===== config.mk =====
export PLATFORM = sky130hd
export DESIGN_NAME = uart_dump_ctrl
export DESIGN_NICKNAME = d
export VERILOG_FILES = /design/src/rtl/uart_dump_ctrl.sv
export SDC_FILE = /design/constraint.sdc
export NUM_CORES = 1
export LEC_CHECK = 0
export ABC_AREA = 1
export BUFFER_PORTS_ARGS = -buffer_cell sky130_fd_sc_hd__buf_2
export CAP_MARGIN = 30
export CORE_MARGIN = 10
export CORE_UTILIZATION = 53
export DETAILED_ROUTE_END_ITERATION = 10
export PLACE_DENSITY_LB_ADDON = 0.05
export SKIP_CTS_REPAIR_TIMING = 1
export SYNTH_ARGS = -nofsm -noshare
export SYNTH_HDL_FRONTEND = slang
export SYNTH_SLANG_ARGS = --single-unit
export TNS_END_PERCENT = 20

===== constraint.sdc =====
create_clock -name clk -period 1.8 [get_ports clk]
set_input_delay 0.36 -clock clk [delete_from_list [all_inputs] [get_ports clk]]
set_output_delay 0.36 -clock clk [all_outputs]
set_load 0.02 [all_outputs]

===== src/rtl/uart_dump_ctrl.sv =====
// Histogram RAM readout scheduler: walks every bin, hands (address, count) pairs to the
// UART frame transmitter, optionally clears each bin, and generates the shared baud tick.
module uart_dump_ctrl #(
  parameter int WIDTH_DATA    = 16,
  parameter int LENGTH_ADDR   = 10,
  parameter int CLK_DIV       = 10417,
  parameter int TIMEOUT_TICKS = 64,
  parameter bit CLEAR_ON_READ = 1'b1
) (
  input  logic                   clk,
  input  logic                   rst_n,
  input  logic                   dump_req,
  input  logic                   acq_busy,
  output logic                   acq_en,
  output logic [LENGTH_ADDR-1:0] ram_addr,
  output logic                   ram_rd,
  input  logic [WIDTH_DATA-1:0]  ram_rdata,
  output logic                   ram_we,
  output logic [WIDTH_DATA-1:0]  ram_wdata,
  output logic                   tx_en,
  output logic                   tx_start,
  output logic [LENGTH_ADDR-1:0] tx_addr,
  output logic [WIDTH_DATA-1:0]  tx_word,
  input  logic                   tx_done,
  output logic                   dump_busy,
  output logic                   dump_done,
  output logic                   dump_err
);

  localparam int CNT_W = (CLK_DIV > 1) ? $clog2(CLK_DIV) : 1;
  localparam int TMO_W = (TIMEOUT_TICKS > 1) ? $clog2(TIMEOUT_TICKS) : 1;
  localparam logic [CNT_W-1:0]       CNT_MAX  = CNT_W'(CLK_DIV - 1);
  localparam logic [TMO_W-1:0]       TMO_LAST = TMO_W'(TIMEOUT_TICKS - 1);
  localparam logic [LENGTH_ADDR-1:0] BIN_LAST = {LENGTH_ADDR{1'b1}};

  typedef enum logic [2:0] {
    ST_IDLE    = 3'd0,
    ST_DRAIN   = 3'd1,
    ST_READ    = 3'd2,
    ST_CAPTURE = 3'd3,
    ST_SEND    = 3'd4,
    ST_NEXT    = 3'd5,
    ST_DONE    = 3'd6
  } state_t;

  state_t                 state_r;
  state_t                 state_nx_s;
  logic [CNT_W-1:0]       cnt_r;
  logic [CNT_W-1:0]       cnt_nx_s;
  logic [TMO_W-1:0]       tmo_r;
  logic [TMO_W-1:0]       tmo_nx_s;
  logic [LENGTH_ADDR-1:0] bin_r;
  logic [LENGTH_ADDR-1:0] bin_nx_s;
  logic                   dump_err_nx_s;
  logic                   dump_done_nx_s;

  logic                   acq_en_r;
  logic [LENGTH_ADDR-1:0] ram_addr_r;
  logic                   ram_rd_r;
  logic                   ram_we_r;
  logic                   tx_en_r;
  logic                   tx_start_r;
  logic [LENGTH_ADDR-1:0] tx_addr_r;
  logic [WIDTH_DATA-1:0]  tx_word_r;
  logic                   dump_busy_r;
  logic                   dump_done_r;
  logic                   dump_err_r;

  // Baud divider next value: free-running 0 .. CLK_DIV-1 regardless of FSM state.
  always_comb begin
    cnt_nx_s = cnt_r;
    if (cnt_r == CNT_MAX) begin
      cnt_nx_s = {CNT_W{1'b0}};
    end else begin
      cnt_nx_s = cnt_r + CNT_W'(1);
    end
  end

  // Dump sequencer next-state and next-value logic.
  always_comb begin
    state_nx_s     = state_r;
    bin_nx_s       = bin_r;
    tmo_nx_s       = tmo_r;
    dump_err_nx_s  = dump_err_r;
    dump_done_nx_s = 1'b0;
    case (state_r)
      ST_IDLE: begin
        if (dump_req) begin
          state_nx_s    = ST_DRAIN;
          bin_nx_s      = {LENGTH_ADDR{1'b0}};
          dump_err_nx_s = 1'b0;
        end else begin
          state_nx_s = ST_IDLE;
        end
      end
      ST_DRAIN: begin
        if (!acq_busy) begin
          state_nx_s = ST_READ;
        end else begin
          state_nx_s = ST_DRAIN;
        end
      end
      ST_READ: begin
        state_nx_s = ST_CAPTURE;
      end
      ST_CAPTURE: begin
        state_nx_s = ST_SEND;
        tmo_nx_s   = {TMO_W{1'b0}};
      end
      ST_SEND: begin
        // tx_done takes priority over a timeout expiring in the same cycle.
        if (tx_done) begin
          state_nx_s = ST_NEXT;
        end else if (tx_en_r) begin
          if (tmo_r == TMO_LAST) begin
            state_nx_s    = ST_DONE;
            dump_err_nx_s = 1'b1;
          end else begin
            tmo_nx_s = tmo_r + TMO_W'(1);
          end
        end else begin
          state_nx_s = ST_SEND;
        end
      end
      ST_NEXT: begin
        if (bin_r == BIN_LAST) begin
          state_nx_s     = ST_DONE;
          dump_done_nx_s = 1'b1;
        end else begin
          state_nx_s = ST_READ;
          bin_nx_s   = bin_r + LENGTH_ADDR'(1);
        end
      end
      ST_DONE: begin
        state_nx_s = ST_IDLE;
      end
      default: begin
        state_nx_s = ST_IDLE;
      end
    endcase
  end

  // State, counters and registered outputs (outputs are derived from the next state).
  always_ff @(posedge clk or negedge rst_n) begin
    if (!rst_n) begin
      state_r     <= ST_IDLE;
      cnt_r       <= {CNT_W{1'b0}};
      tmo_r       <= {TMO_W{1'b0}};
      bin_r       <= {LENGTH_ADDR{1'b0}};
      acq_en_r    <= 1'b1;
      ram_addr_r  <= {LENGTH_ADDR{1'b0}};
      ram_rd_r    <= 1'b0;
      ram_we_r    <= 1'b0;
      tx_en_r     <= 1'b0;
      tx_start_r  <= 1'b0;
      tx_addr_r   <= {LENGTH_ADDR{1'b0}};
      tx_word_r   <= {WIDTH_DATA{1'b0}};
      dump_busy_r <= 1'b0;
      dump_done_r <= 1'b0;
      dump_err_r  <= 1'b0;
    end else begin
      state_r     <= state_nx_s;
      cnt_r       <= cnt_nx_s;
      tmo_r       <= tmo_nx_s;
      bin_r       <= bin_nx_s;
      acq_en_r    <= (state_nx_s == ST_IDLE);
      ram_addr_r  <= bin_nx_s;
      ram_rd_r    <= (state_nx_s == ST_READ);
      ram_we_r    <= CLEAR_ON_READ && (state_nx_s == ST_CAPTURE);
      tx_en_r     <= (cnt_nx_s == CNT_MAX);
      tx_start_r  <= (state_r == ST_CAPTURE);
      dump_busy_r <= (state_nx_s != ST_IDLE);
      dump_done_r <= dump_done_nx_s;
      dump_err_r  <= dump_err_nx_s;
      // Read data arrives in CAPTURE and stays frozen for the whole frame.
      if (state_r == ST_CAPTURE) begin
        tx_addr_r <= bin_r;
        tx_word_r <= ram_rdata;
      end else begin
        tx_addr_r <= tx_addr_r;
        tx_word_r <= tx_word_r;
      end
    end
  end

  assign acq_en    = acq_en_r;
  assign ram_addr  = ram_addr_r;
  assign ram_rd    = ram_rd_r;
  assign ram_we    = ram_we_r;
  assign ram_wdata = {WIDTH_DATA{1'b0}};
  assign tx_en     = tx_en_r;
  assign tx_start  = tx_start_r;
  assign tx_addr   = tx_addr_r;
  assign tx_word   = tx_word_r;
  assign dump_busy = dump_busy_r;
  assign dump_done = dump_done_r;
  assign dump_err  = dump_err_r;

endmodule


# == Word level (Yosys, flattened, before mapping) ==
# Index checks and enable logic that the tools add are counted.
# totals
ff_bits,67
input_bits,21
output_inout_bits,60
elab_cells,65
# classes
addsub,3
n_eq_ne,17
n_mux,22
reduce_logical,9
# ops
op,n
$eq A14 B14 Y1 const B,2
$mux W10,2
$pmux W10 S2,1
$mux W6,3
$pmux W3 S6,1
$add A14 B1 Y14 const B,1
$mux W14,1
$eq A3 B2 Y1 const B,4
$mux W3,4
$ne A2 B2 Y1 const B,6
$pmux W6 S2,1
$add A10 B1 Y10 const B,1
$eq A10 B10 Y1 const B,1
$mux W1,7
$add A6 B1 Y6 const B,1
$eq A3 B3 Y1 const B,2
$eq A6 B6 Y1 const B,1
$logic_not A3 Y1,2
$reduce_bool A2 Y1,3
$reduce_and A5 Y1,1
$reduce_and A4 Y1,1
$eq A3 B1 Y1 const B,1
$reduce_and A3 Y1,1
$reduce_bool A3 Y1,1
other kinds (2),2

# == Depth between registers and ports, before layout ==
# logic_depth
depth_word,6
ltp_mapped,11
mapped_depth_nobuf,11

# == Worst setup path after synthesis ==
# OpenSTA, ideal clock, no wires.
# synth_timing
kind,reg-to-reg
startpoint,register ram_addr[0] (netlist name)
endpoint,"register ram_addr_r[3], in the netlist ram_addr[3]"
setup_ns,0.121
t_arrival_ns,1.667
required_time_ns,1.679
slack_ns,0.012
path_stages_with_launch,11
n_path_buf,1
period_less_slack_ns,1.788
cell_sequence,dfrtp_1 > ha_1 > nand2_1 > nor2_1 > nand3_2 > nand3b_4 > nand2_2 > nand2_4 > buf_6 > nand4_1 > o21ai_2
# synth_lines
element,line_no,source
to (signal assigned),151,ram_addr_r <= {LENGTH_ADDR{1'b0}};
to (signal assigned),167,ram_addr_r <= bin_nx_s;
to (decl),58,logic [LENGTH_ADDR-1:0] ram_addr_r;

==> results.yml <==
worst_setup_path:
  crit_required_ns: 2.06
  crit_path_end_kind: "flop"
  cp_cell_sequence: "ha_1 > nand2_1 > nor2_4 > nand3_2 > nand3b_4 > nand2_2 > nand2_4 > nand2_1 > nand2_1 > a21oi_1"
  crit_path_frequent_cell: "nand2_1"
  crit_type: "flop to flop"
  cp_max_fo: 14
  crit_path_top_delay_cell: "dfrtp_1"
  cp.arrival_ns: 1.95
  critPathTopFamily: "simple AND/OR/NAND/NOR gates"
  start_kind: "flop"
  path_buf_inv: 0
  cp_slowest_stage_delay_ns: 0.41
routing:
  drt-pass1-iter-count: 4
  drt_wl_total_um: 7490
  wl_per_cell_um: 13.6
  drc_errors: 0
  drtAntennaViolNets: 0
  num_vias: 2692
  vias_per_cell: 4.88
  first_iter_violations: 134
finish:
  diodes: 0
  final_nets: 497
  utilization_pct: 64.9
  final_cell_area_um2: 3860
  final_cell_mix: "nand2_1, dfrtp_1, buf_2"
  final_common_cell: "nand2_1"
  syn_to_final_growth_pct: 18.0
  stdcell_count: 552
  drive_above_1_share_pct: 24.1
timing:
  finClkSkew_ns: 0.0111
  tns_ns: 0
  hold_viol: 0
  drv_slew: 0
  fin_crit_sh_pct: 93.7
  clock.fmax_mhz: 593
  rsz0062_at_grt: "true"
  final-setup-viol-count: 0
  hold_slack_ns: 0.0186
  fin_ws_ns: 0.113
  fin_crit_ns: 1.69
cts:
  cts_tree: "yes"
  clk_pin_slew_ns: 0.07
  clk_latency_ns: 0.35
  cts-root-buf: "clkbuf_8"
  cts_made_buffers: 9
  cts.htree.levels: 3
  cts_buffer_depth: 2
  cts_sinks: 67
power_and_ir_drop:
  sw_frac_of_total_pct: 37.9
  power_density_nw_per_um2: 1280
  p_leak_nw: 2.15
  p_seq_share_pct: 41.3
  power_switching_mw: 1.87
  p_int_mw: 3.06
  combPwrFrac_pct: 33.9
  peakVddDrop_v: 0.000986
  clockPowerShare_pct: 24.7
  finalPower_mw: 4.93
placed_design:
  gp_congestion: 0.828
  place_hpwl_um: 5530
  place_area_um2: 3640
  portBuffers: 64
  dp_slack_ns: 0.105
  dp_cells: 535
logic_synthesis:
  synth-edff-count: 0
  syn_inst: 398
  synth_seq_cells: 67
  postSynthAreaPerCell_um2: 8.23
  async_flop_share_pct: 100
  ys_seq_area_share_pct: 51.2
  netlist_area_um2: 3270
  ys.warnings.count: 0
  ys.flop_type: "dfrtp_1"
  ys_types: 34
grt:
  grt_pass1_vias: 2675
  grt_max_degree: 68
  grt_usage_pct: 15.5
  grt_first_pass_wirelength_um: 12600
  gr-total-overflow: 0
  antenna_found_initial: 0
floorplanning:
  die_h_um: 98.6
  start_util_pct: 55.0
  dieArea_um2: 9720
  core-area_um2: 5960
  ios: 81
  rows: 28
  die_w_um: 98.6
worst_hold_path:
  min_path_type: "input port to asynchronous set/reset pin"
run_status:
  outcome: "complete, no violations"
job:
  cap_violations: 0
[synth_stat cells, types with 2 or more instances]
cell type	n	area [um^2]
a21oi_1	10	50.1
buf_4	16	120
nand4_1	6	37.5
nand2_1	123	462
o21bai_1	2	15.0
xor2_1	4	35.0
inv_1	53	199
ha_1	4	50.1
nand2_2	3	18.8
nor2_1	29	109
dfrtp_1	66	1650
nand3_1	28	140
o21ai_0	13	65.1
clkbuf_1	3	11.3
nor2_2	6	37.5
o21ai_2	7	61.3
buf_2	3	15.0
nor3_1	6	30.0
[flip-flops by register name (all words and copies together), names as in the netlist]
register	count
acq_en	1
cnt_r	14
dump_busy	1
dump_done	1
dump_err	1
ram_addr	10
ram_rd	1
ram_we	1
state_r	3
tmo_r	6
tx_addr	10
tx_en	1
tx_start	1
tx_word	16
[worst register-to-register path: cells and delay by family (launching register included)]
family / cells / cell delay (ns)
flops: 1 / 0.41
fa+ha+maj: 1 / 0.20
compound gates: 1 / 0.11
simple gates: 8 / 0.92
[power by group through the flow]
stage | Clock, mW | Combinational (mW) | Sequential, mW
floorplan | 0 | 0.741 | 2.45
global placement | 0 | 1.65 | 2.05
detailed placement | 0 | 1.68 | 2.06
CTS | 1.24 | 1.69 | 2.04
global route | 1.29 | 1.86 | 2.08
finish | 1.22 | 1.67 | 2.04
[final timing paths]
kind / start / depth (start not counted) / slack, ns / to
max in group asynchronous: rst_n / 2 / 1.48 / acq_en$_DFF_PN1_
max: ram_addr[1]$_DFFE_PN0P_ / 10 / 0.11 / ram_addr[7]$_DFFE_PN0P_
min reg2reg: tx_word[13]$_DFFE_PN0P_ / 2 / 0.48 / tx_word[13]$_DFFE_PN0P_
min in group clk: ram_rdata[9] / 3 / 0.20 / tx_word[9]$_DFFE_PN0P_
min: rst_n / 2 / 0.02 / ram_rd$_DFF_PN0_
max reg2reg: ram_addr[1]$_DFFE_PN0P_ / 10 / 0.11 / ram_addr[7]$_DFFE_PN0P_
[area by class of cell]
cell class                 instances  area, um^2
sequential                        67        1680
timing repair buffer              71         385
clock buffer                      13         149
inverter                          54         203
multi-input combinational        269        1320
clock inverter                     3        40.0
fill                             531        2090
tap                               75        93.8
[cells by family after synthesis]
family	after synthesis	synth area share, %
simple gates	207	27.7
buf+inv	77	11.0
flops	67	51.2
compound gates	38	7.30
xor+xnor	4	1.07
fa+ha+maj	4	1.53
other cells	1	0.115
[layer usage]
metal / vias up / track usage (%) / share of wire (%)
met1: 1249 / 18.6 / 44
met5: - / 0 / 0
met4: 0 / 5.62 / 1.0
met3: 7 / 4.89 / 7.3
met2: 74 / 25.6 / 47
li1: 1362 / - / -
No activity file was read; power rests on OpenSTA's default activity.
